**config.mk**
```make
export PLATFORM = sky130hd
export DESIGN_NAME = kronecker_sched
export DESIGN_NICKNAME = d
export VERILOG_FILES = /design/src/rtl/kronecker_pkg.sv /design/src/rtl/kronecker_res_fifo.sv /design/src/rtl/kronecker_sched.sv
export SDC_FILE = /design/constraint.sdc
export NUM_CORES = 1
export LEC_CHECK = 0
export ABC_CLOCK_PERIOD_IN_PS = 2600
export BUFFER_PORTS_ARGS = -buffer_cell sky130_fd_sc_hd__buf_2
export CORE_MARGIN = 5
export CORE_UTILIZATION = 31
export CTS_BUF_LIST = sky130_fd_sc_hd__clkbuf_16
export DETAILED_ROUTE_END_ITERATION = 16
export PLACE_DENSITY = 0.64
export SLEW_MARGIN = 40
export SYNTH_ARGS = -nofsm -noshare
export SYNTH_HDL_FRONTEND = slang
export SYNTH_HIERARCHICAL = 1
export SYNTH_SLANG_ARGS = --single-unit
```
**constraint.sdc**
```tcl
create_clock -name clk -period 2.6 [get_ports clk]
set_clock_uncertainty 0.2 [all_clocks]
set_input_delay 0.65 -clock clk [delete_from_list [all_inputs] [get_ports clk]]
set_output_delay 0.65 -clock clk [all_outputs]
set_load 0.03 [all_outputs]
```
**src/rtl/kronecker_pkg.sv**
```systemverilog
// Shared widths and field offsets for the Kronecker-delta sequencer and its result FIFO.
package kronecker_pkg;
  localparam int KR_LAT  = 3;
  localparam int SHARE_W = 8;
  localparam int RAND_W  = 4;
  localparam int DATA_W  = 2 * SHARE_W;
  localparam int Z_W     = 2;
  localparam int SH0_LSB = 0;
  localparam int SH1_LSB = SHARE_W;

  typedef logic [Z_W-1:0] z_t;
endpackage

```
**src/rtl/kronecker_res_fifo.sv**
```systemverilog
// DEPTH x 2-bit result FIFO; each share lane of Z lives in its own register array.
module kronecker_res_fifo
  import kronecker_pkg::*;
#(
  parameter int DEPTH = 4
) (
  input  logic           clk,
  input  logic           rst_n,
  input  logic           wr_en,
  input  logic [Z_W-1:0] wr_data,
  input  logic           rd_en,
  output logic [Z_W-1:0] rd_data,
  output logic           full,
  output logic           empty
);
  localparam int PW = $clog2(DEPTH);
  localparam int CW = $clog2(DEPTH + 1);

  logic [PW-1:0] r_wr_ptr;
  logic [PW-1:0] r_rd_ptr;
  logic [CW-1:0] r_count;
  logic          w_rd;

  assign w_rd  = rd_en && !empty;
  assign full  = (r_count == CW'(DEPTH));
  assign empty = (r_count == '0);

  // Lanes are kept apart so the two result shares never share a storage cell.
  genvar gi;
  generate
    for (gi = 0; gi < Z_W; gi++) begin : g_lane
      logic [DEPTH-1:0] r_lane;
      always_ff @(posedge clk or negedge rst_n) begin
        if (!rst_n)     r_lane <= '0;
        else if (wr_en) r_lane[r_wr_ptr] <= wr_data[gi];
      end
      assign rd_data[gi] = r_lane[r_rd_ptr];
    end
  endgenerate

  always_ff @(posedge clk or negedge rst_n) begin
    if (!rst_n) begin
      r_wr_ptr <= '0;
      r_rd_ptr <= '0;
      r_count  <= '0;
    end else begin
      if (wr_en) r_wr_ptr <= r_wr_ptr + 1'b1;
      if (w_rd)  r_rd_ptr <= r_rd_ptr + 1'b1;
      case ({wr_en, w_rd})
        2'b10:   r_count <= r_count + 1'b1;
        2'b01:   r_count <= r_count - 1'b1;
        default: r_count <= r_count;
      endcase
    end
  end
endmodule

```
**src/rtl/kronecker_sched.sv**
```systemverilog
// Feeds masked bytes plus fresh randomness into the fixed-latency Kronecker datapath
// and buffers its shared results behind an occupancy credit so nothing is dropped.
module kronecker_sched
  import kronecker_pkg::*;
#(
  parameter int LAT   = KR_LAT,
  parameter int DEPTH = 4
) (
  input  logic              clk,
  input  logic              rst_n,
  input  logic              in_valid,
  output logic              in_ready,
  input  logic [DATA_W-1:0] in_data,
  input  logic              rnd_valid,
  output logic              rnd_ready,
  input  logic [RAND_W-1:0] rnd_data,
  output logic [DATA_W-1:0] dp_inp,
  output logic [RAND_W-1:0] dp_rand,
  input  logic [Z_W-1:0]    dp_z,
  output logic              out_valid,
  input  logic              out_ready,
  output logic [Z_W-1:0]    out_data,
  output logic              busy
);
  localparam int CW = $clog2(DEPTH + 1);

  logic [CW-1:0]      r_occ;
  logic [LAT:0]       r_vld;
  logic [DATA_W-1:0]  r_dp_inp;
  logic [RAND_W-1:0]  r_dp_rand;
  logic               w_accept;
  logic               w_pop;
  logic               w_full;
  logic               w_empty;
  logic [SHARE_W-1:0] w_sh0_gated;
  logic [SHARE_W-1:0] w_sh1_gated;
  logic [RAND_W-1:0]  w_rnd_gated;

  // Credit uses the registered occupancy only; a same-cycle pop does not free a slot.
  assign in_ready  = rnd_valid && (r_occ < CW'(DEPTH));
  assign w_accept  = in_valid && in_ready;
  assign rnd_ready = w_accept;
  assign out_valid = !w_empty;
  assign w_pop     = out_valid && out_ready;
  assign busy      = (r_occ != '0);
  assign dp_inp    = r_dp_inp;
  assign dp_rand   = r_dp_rand;

  // Bubbles zero each share bit individually; no gate ever sees both shares.
  genvar gi;
  generate
    for (gi = 0; gi < SHARE_W; gi++) begin : g_share_gate
      assign w_sh0_gated[gi] = in_data[SH0_LSB + gi] & w_accept;
      assign w_sh1_gated[gi] = in_data[SH1_LSB + gi] & w_accept;
    end
    for (gi = 0; gi < RAND_W; gi++) begin : g_rand_gate
      assign w_rnd_gated[gi] = rnd_data[gi] & w_accept;
    end
  endgenerate

  always_ff @(posedge clk or negedge rst_n) begin
    if (!rst_n) begin
      r_dp_inp  <= '0;
      r_dp_rand <= '0;
      r_vld     <= '0;
      r_occ     <= '0;
    end else begin
      r_dp_inp  <= {w_sh1_gated, w_sh0_gated};
      r_dp_rand <= w_rnd_gated;
      r_vld     <= {r_vld[LAT-1:0], w_accept};
      case ({w_accept, w_pop})
        2'b10:   r_occ <= r_occ + 1'b1;
        2'b01:   r_occ <= r_occ - 1'b1;
        default: r_occ <= r_occ;
      endcase
    end
  end

  kronecker_res_fifo #(
    .DEPTH(DEPTH)
  ) u_fifo (
    .clk    (clk),
    .rst_n  (rst_n),
    .wr_en  (r_vld[LAT]),
    .wr_data(dp_z),
    .rd_en  (w_pop),
    .rd_data(out_data),
    .full   (w_full),
    .empty  (w_empty)
  );

  a_no_overflow: assert property (@(posedge clk) disable iff (!rst_n)
    !(r_vld[LAT] && w_full && !w_pop));
endmodule

```
==> qor.txt, run 1 <==
R2R setup slack: 0.29 ns
Num Clock Sinks: 42
Max incr delay on CP: 0.40 ns
Max Clk Rate: 0.434 GHz
First-pass GRT wire length: 5640 um
I/O pin count: 53
Slowest cell on crit path: dfrtp_1
Worst-Margin Slew: 0.531 ns
Max-cap viol count: 0
R2r startpoint: u_fifo/r_count[0]$_DFFE_PN0P_
Worst-skew pair later-pin latency: 0.28 ns
Via density per instance: 4.26
Fill cell count: 514
Area of the multi-input gates: 563 um2
DRC viols: 0
Synthesis-to-layout area growth: 28.3%
Leakage: 0.00121 uW
Yosys warnings: 6
Syn avg cell area: 13.9 um2
Crit path setup slack, layout: 0.294 ns
Gr ovfl total: 0
Nets: 214
Post-CTS Setup Repair Bufs: 0
Syn Nets: 157
Register area: 1050 um2
Setup tns final: 0 ns
Die Y: 83.8 um
Crit. Startpoint: u_fifo/r_count[0]$_DFFE_PN0P_
Initial antenna violation count: 0
Core ar.: 5200 um2
Worst Hold Class: reg2reg
Cts hold-fix bufs: 0
DP Area: 2030 um2
Clock Tree Buf Depth: 2
Syn Std Cell Area: 1690 um2
Startpoint types: flop
Final Setup Violations: 0
CP arrival: 2.31 ns
Share of cells above drive strength 1: 40.6%
Row cnt: 26
Vias: 1064
Max-slew violations: 0
Period utilisation layout: 88.7%
Crit path max-delay family: adder cells
Slew headroom: 64.6%
Non-filler cells, final: 250
Worst-path fanout max: 4
Status: finished clean
Post-CTS Resized: 0
Dpl hpwl: 2390 um
Maximum VDD drop: 0.658 mV
Iteration-0 DRC Markers: 20
All-Layer GR Usage: 10.0%
H-tree depth: 2
Number of antenna-violating nets in the routed design: 0
Clock-pin slew on the worst setup and hold paths: 0.06 ns
Crit path top cell by count: xor2_1
PortBufs: 52
Clock buffer count from CTS: 5
GP Congestion: 0.651
Via count of the first global-routing pass: 1255
HP Start: r_vld[1]$_DFF_PN0_
PD cells: 1080 nW/um2
Crit path capture type: flop
Final instance area: 2170 um2
Clk root buf: clkbuf_16
Post-Syn Instances: 122
Setup Crit Path Kind: reg2reg
Crit path required time: 2.61 ns
Placed insts: 242
Initial core utilization: 32.5%
WL/cell: 12.9 um
Antenna Cells: 0
TritonCTS clock tree: built
Routed WL: 3230 um
Drt pass-1 iters: 6
Worst-path cell chain: nor3_1 -> nor2b_1 -> o31a_1 -> ha_1 -> inv_1 -> fa_1 -> xor2_1 -> nor2_1 -> xor2_1
Buf/Inv on CP: 1
Final hold violations: 0
Die Footprint: 7030 um2
Die width: 83.8 um
RSZ-0062 raised after global routing: false
Post-layout minimum cycle time: 2.31 ns
Largest net degree at the start of global routing: 43
Setup Slack @ Placement: 0.0159 ns
[sequential cells by signal, indices dropped and copies added, names as in the netlist]
name / flops
u_fifo/g_lane.r_lane: 8
u_fifo/r_wr_ptr: 2
dp_rand: 4
r_occ: 3
r_vld: 4
dp_inp: 16
u_fifo/r_count: 3
u_fifo/r_rd_ptr: 2
[cell usage in the layout, fill, tap and decap left out]
cell type and count:
and2_1 1, and3_1 20, buf_2 52, buf_4 3, clkbuf_16 5, clkinv_2 2, dfrtp_1 42, fa_1 2
ha_1 6, inv_1 10, inv_2 1, inv_6 1, mux2_2 8, mux2i_1 2, mux4_1 2, nand2_1 6
nor2_1 2, nor2b_1 1, nor2b_4 1, nor3_1 1, o21ai_0 1, o31a_1 1, or3_1 1, xnor2_1 3
xor2_1 6
[final timing paths]
check,to,cells past startpoint
max,u_fifo/r_count[2]$_DFFE_PN0P_,9
min,r_vld[2]$_DFF_PN0_,0
min in group asynchronous,u_fifo/r_rd_ptr[1]$_DFFE_PN0P_,2
max reg2reg,u_fifo/r_count[2]$_DFFE_PN0P_,9
min reg2reg,r_vld[2]$_DFF_PN0_,0
max in group asynchronous,u_fifo/g_lane[1].r_lane[1]$_DFFE_PN0P_,2
[per-layer routing]
| metal | global-route usage [%] | share of wire [%] | up-vias | routed length [um] |
|---|---|---|---|---|
| li1 | - | - | 512 | - |
| met1 | 11.3 | 42 | 504 | 1370 |
| met2 | 15.6 | 45 | 44 | 1440 |
| met3 | 5.43 | 12 | 4 | 383 |
| met4 | 4.39 | 1.1 | 0 | 34 |
| met5 | 0 | 0 | - | 0 |
[power by group]
group | leakage, uW | internal [uW] | total [uW] | switching [uW]
combinational | 0.000596 | 342 | 768 | 426
sequential | 0.000539 | 839 | 966 | 127
clock | 0.0000740 | 355 | 604 | 249
total | 0.00121 | 1540 | 2340 | 802
[cell type report]
type,instances,share of cell area [%]
Sequential cell,42,48.4
Clock inverter,3,0.865
Tap cell,70,4.04
Clock buffer,5,5.77
Timing Repair Buffer,55,13.0
Multi-Input combinational cell,64,26.0
Inverter,11,1.90
[worst register-to-register path, delay by kind of cell, from the launching register on]
family,cells,cell delay [ns]
buf+inv,1,0.06
flops,1,0.40
fa+ha+maj,2,0.57
compound gates,1,0.26
xor+xnor,2,0.30
simple gates,3,0.45
[stage by stage]
stage / total power [uW] / hold WS (ns) / utilization, %
after floorplan: 1560 / 0.131 / -
after global placement: 1730 / 0.133 / 38.9
after detailed placement: 1760 / 0.135 / 38.9
after CTS: 2380 / 0.149 / 41.7
after global routing: 2500 / 0.154 / 41.7
final: 2340 / 0.144 / 41.7
No activity file was read; power rests on OpenSTA's default activity.
==> run 2: changes to the inputs <==
- CORE_UTILIZATION: 31 -> 50
- PLACE_DENSITY: 0.64 -> 0.89
==> qor.txt, run 2 (synthesis gave the netlist of run 1 again) <==
Status: finished clean
Crit path required time: 1.75 ns (-0.86 ns)
All-Layer GR Usage: 16.3% (+6.3 points)
Largest net degree at the start of global routing: 43 (unchanged)
Via count of the first global-routing pass: 1182 (-5.8%)
Die width: 68.1 um (-19%)
Number of antenna-violating nets in the routed design: 0 (unchanged)
DRC viols: 0 (unchanged)
Num Clock Sinks: 42 (unchanged)
Nets: 214 (unchanged)
Max-cap viol count: 0 (unchanged)
RSZ-0062 raised after global routing: false
Post-CTS Setup Repair Bufs: 0 (unchanged)
Worst-skew pair later-pin latency: 0.28 ns (about the same)
GP Congestion: 0.710 (+9.2%)
Non-filler cells, final: 226 (-9.6%)
Startpoint types: flop
Crit path max-delay family: multiplexers
Max FFs per register: 16 (unchanged)
Slew headroom: 66.7% (+2.1 points)
Placed insts: 218 (-9.9%)
Cts hold-fix bufs: 0 (unchanged)
TritonCTS clock tree: built
Initial antenna violation count: 0 (unchanged)
Dpl hpwl: 2370 um (-0.95%)
Setup tns final: 0 ns (unchanged)
Setup Crit Path Kind: reg2out
Maximum VDD drop: 0.532 mV (-19%)
Max incr delay on CP: 0.57 ns (+0.17 ns)
DP Area: 2000 um2 (-1.5%)
Clock-pin slew on the worst setup and hold paths: 0.06 ns (about the same)
Worst-path fanout max: 4 (unchanged)
Final instance area: 2160 um2 (-0.52%)
Clock Tree Buf Depth: 2 (unchanged)
Leakage: 0.00122 uW (+1.0%)
Share of cells above drive strength 1: 39.4% (-1.1 points)
Crit path capture type: output port
Drt pass-1 iters: 4 (-2)
Vias: 1090 (+2.4%)
Slowest cell on crit path: mux4_1
Iteration-0 DRC Markers: 49 (+150%)
Max Clk Rate: 0.431 GHz (-0.65%)
Gr ovfl total: 0 (unchanged)
Row cnt: 21 (-19%)
Most common cell after layout, fill and taps aside: buf_2
Post-layout minimum cycle time: 2.32 ns (+0.0150 ns)
Worst Hold Class: reg2reg
Initial core utilization: 51.1% (+19 points)
Core ar.: 3310 um2 (-36%)
Antenna Cells: 0 (unchanged)
WL/cell: 13.6 um (+5.4%)
Clock buffer count from CTS: 5 (unchanged)
Worst-path cell chain: mux4_1 -> buf_2
H-tree depth: 2 (unchanged)
Final hold violations: 0 (unchanged)
Post-CTS Resized: 0 (unchanged)
Via density per instance: 4.82 (+13%)
Commonest cells after routing, fill and taps aside: buf_2 (52), dfrtp_1 (42), and3_1 (20)
Buf/Inv on CP: 1 (unchanged)
CP arrival: 1.47 ns (-0.84 ns)
Clk root buf: clkbuf_16
Period utilisation layout: 89.3% (+0.58 points)
PortBufs: 52 (unchanged)
PD cells: 1120 nW/um2 (+3.8%)
Routed WL: 3070 um (-4.7%)
Final Setup Violations: 0 (unchanged)
Worst-Margin Slew: 0.500 ns (-0.0309 ns)
Synthesis-to-layout area growth: 27.7%
First-pass GRT wire length: 5380 um (-4.6%)
Die Footprint: 4640 um2 (-34%)
Max-slew violations: 0 (unchanged)
Die Y: 68.1 um (-19%)
I/O pin count: 53 (unchanged)
==> run 2: changes by cell type in the layout (fill, tap and decap cells not counted) <==
cell / change
clkinv_2: -2
inv_1: +2
bufinv_16: +1
inv_6: -1
==> run 2: power by group <==
part / switching (uW) / internal [uW] / total, uW
registers: 133 / 840 / 973
clock network: 224 / 445 / 670
logic: 429 / 343 / 772
==> run 2: per-layer routing <==
layer	share of wire, %	global-route usage, %	vias up	wire [um]
met1	41	18.9	520	1250
met4	2.0	8.93	0	63
met2	46	25.5	52	1420
met3	11	6.73	7	336
met5	0	0	-	0
li1	-	-	511	-
==> run 2: cell type report <==
class	instances	area [um2]
Clock inverter	3	37.5
Timing Repair Buffer	55	283
Tap cell	46	57.6
Inverter	11	41.3
Fill cell	269	1150
Clock buffer	5	125
Multi-Input combinational cell	64	563
Sequential cell	42	1050
==> run 2: stage by stage <==
step | worst slack (ns) | total power, uW | utilization [%] | hold WS (ns)
final | 0.279 | 2410 | 65.2 | 0.154
after global routing | 0.178 | 2580 | 65.2 | 0.160
after CTS | 0.270 | 2440 | 65.2 | 0.157
after detailed placement | 0.0701 | 1770 | 60.3 | 0.144
after global placement | 0.180 | 1710 | 60.3 | 0.136
after floorplan | 0.242 | 1560 | - | 0.131
==> run 2: final timing paths <==
kind	startpoint	end	slack (ns)	cells past startpoint
worst max register to register	u_fifo/r_count[0]$_DFFE_PN0P_	u_fifo/r_count[2]$_DFFE_PN0P_	0.32	9
max in group asynchronous	rst_n	u_fifo/g_lane[1].r_lane[0]$_DFFE_PN0P_	1.62	2
worst min-delay path	r_vld[2]$_DFF_PN0_	r_vld[3]$_DFF_PN0_	0.15	0
worst max-delay path	u_fifo/r_rd_ptr[0]$_DFFE_PN0P_	out_data[0]	0.28	2
min in group asynchronous	rst_n	u_fifo/r_rd_ptr[1]$_DFFE_PN0P_	0.23	2
worst min register to register	r_vld[2]$_DFF_PN0_	r_vld[3]$_DFF_PN0_	0.15	0
==> run 3: changes to the inputs <==
- CORE_MARGIN: 5 -> unset
==> qor.txt, run 3 (synthesis gave the netlist of run 1 again) <==
Die Footprint: 3620 um2 (-22%)
Die Y: 60.1 um (-12%)
Number of antenna-violating nets in the routed design: 0 (unchanged)
Final Power: 2320 uW (-3.8%)
Register area: 1050 um2 (unchanged)
DRC viols: 0 (unchanged)
Max FFs per register: 16 (unchanged)
Crit path max-delay family: multiplexers
Worst-Margin Slew: 0.494 ns (-0.00602 ns)
Initial antenna violation count: 0 (unchanged)
Final hold violations: 0 (unchanged)
Met2 usage: 32.7% (+7.1 points)
WL/cell: 13.6 um (about the same)
Fill cell count: 223 (-17%)
Most common cell after layout, fill and taps aside: buf_2
Synthesis-to-layout area growth: 25.2%
Worst Hold Class: in2async
Commonest cells after routing, fill and taps aside: buf_2 (51), dfrtp_1 (42), and3_1 (20)
Post-CTS Resized: 0 (unchanged)
Post-CTS Setup Repair Bufs: 0 (unchanged)
Die width: 60.1 um (-12%)
Slowest cell on crit path: mux4_1
Share of cells above drive strength 1: 39.0% (-0.46 points)
GR Util met3: 6.71% (-0.022 points)
GP Congestion: 0.744 (+4.7%)
Drt pass-1 iters: 4 (unchanged)
Num Clock Sinks: 42 (unchanged)
Worst-path fanout max: 4 (unchanged)
Initial core utilization: 54.0% (+3.0 points)
Clock-pin slew on the worst setup and hold paths: 0.05 ns (about the same)
All-Layer GR Usage: 19.5% (+3.2 points)
Core ar.: 3130 um2 (-5.5%)
Routed WL: 3000 um (-2.3%)
Crit path required time: 1.75 ns (about the same)
Vias: 1074 (-1.5%)
Via density per instance: 4.86 (+0.76%)
Setup Crit Path Kind: reg2out
Setup tns final: 0 ns (unchanged)
I/O pin count: 53 (unchanged)
CP arrival: 1.46 ns (about the same)
Startpoint types: flop
TritonCTS clock tree: built
First-pass GRT wire length: 4920 um (-8.5%)
Slew headroom: 67.1% (+0.40 points)
Largest net degree at the start of global routing: 43 (unchanged)
PD cells: 1100 nW/um2 (-1.9%)
M1 GR Usage: 22.1% (+3.3 points)
Post-layout minimum cycle time: 2.31 ns (-0.0158 ns)
Clock buffer count from CTS: 5 (unchanged)
Status: finished clean
Worst-path cell chain: mux4_1 -> buf_2
Clk root buf: clkbuf_16
Top Usage Layer GRT: met2
Iteration-0 DRC Markers: 29 (-41%)
Row cnt: 20 (-4.8%)
RSZ-0062 raised after global routing: false
Max incr delay on CP: 0.56 ns (about the same)
PortBufs: 52 (unchanged)
Nets: 212 (-0.93%)
Clock Tree Buf Depth: 2 (unchanged)
Buf/Inv on CP: 1 (unchanged)
Leakage: 0.00119 uW (-2.3%)
Crit path capture type: output port
Cts hold-fix bufs: 0 (unchanged)
Dpl hpwl: 2260 um (-4.5%)
Worst-skew pair later-pin latency: 0.27 ns (about the same)
Maximum VDD drop: 0.581 mV (+9.3%)
Max-slew violations: 0 (unchanged)
Max Clk Rate: 0.434 GHz (+0.69%)
Period utilisation layout: 88.7% (-0.61 points)
Area of the multi-input gates: 563 um2 (unchanged)
Max-cap viol count: 0 (unchanged)
Via count of the first global-routing pass: 1134 (-4.1%)
Final Setup Violations: 0 (unchanged)
Gr ovfl total: 0 (unchanged)
Antenna Cells: 0 (unchanged)
H-tree depth: 2 (unchanged)
Hold_ws: 0.144 ns (-0.0100 ns)
## run 3: cell types whose count changed in the layout (fill, tap and decap cells not counted)
cell	previous run	this run
bufinv_16	1	0
buf_4	3	2
inv_1	12	11
clkinvlp_4	0	1
buf_2	52	51
## run 3: layout make-up
type                       instances  area share, %
clock inverter                     2          0.532
inverter                          11           1.95
sequential                        42           49.6
tap                               44           2.60
clock buffer                       5           5.91
multi-input combinational         64           26.6
timing repair buffer              53           12.8
## run 3: metal layers
layer | up-vias | share of wire (%)
met1 | 511 | 39
li1 | 512 | -
met5 | - | 0
met4 | 0 | 2.5
met3 | 8 | 6.7
met2 | 43 | 52
## run 3: stage by stage
step                      cell area (um2)  utilization [%]  instances  setup WS (ns)
after floorplan                      1690                -        122          0.242
after global placement               1980             63.2        214          0.132
after detailed placement             1980             63.3        214         0.0788
after CTS                            2120             67.7        221          0.281
after global routing                 2120             67.7        221          0.175
final                                2120             67.7        221          0.294
## run 3: where the power goes
group          internal [uW]  total [uW]  switching (uW)
logic                    345         784             439
clock network            346         567             222
registers                840         971             131
total                   1530        2320             791
## run 3: worst paths after layout
path / endpoint / cells after the start / slack (ns) / startpoint
min in group clk: r_vld[3]$_DFF_PN0_ / 0 / 0.16 / r_vld[2]$_DFF_PN0_
worst max-delay path: out_data[1] / 2 / 0.29 / u_fifo/r_rd_ptr[0]$_DFFE_PN0P_
worst min register to register: r_vld[3]$_DFF_PN0_ / 0 / 0.16 / r_vld[2]$_DFF_PN0_
max in group asynchronous: u_fifo/r_wr_ptr[1]$_DFFE_PN0P_ / 1 / 1.72 / rst_n
worst min-delay path: u_fifo/r_rd_ptr[1]$_DFFE_PN0P_ / 1 / 0.14 / rst_n
worst max register to register: u_fifo/r_count[2]$_DFFE_PN0P_ / 9 / 0.31 / u_fifo/r_count[0]$_DFFE_PN0P_
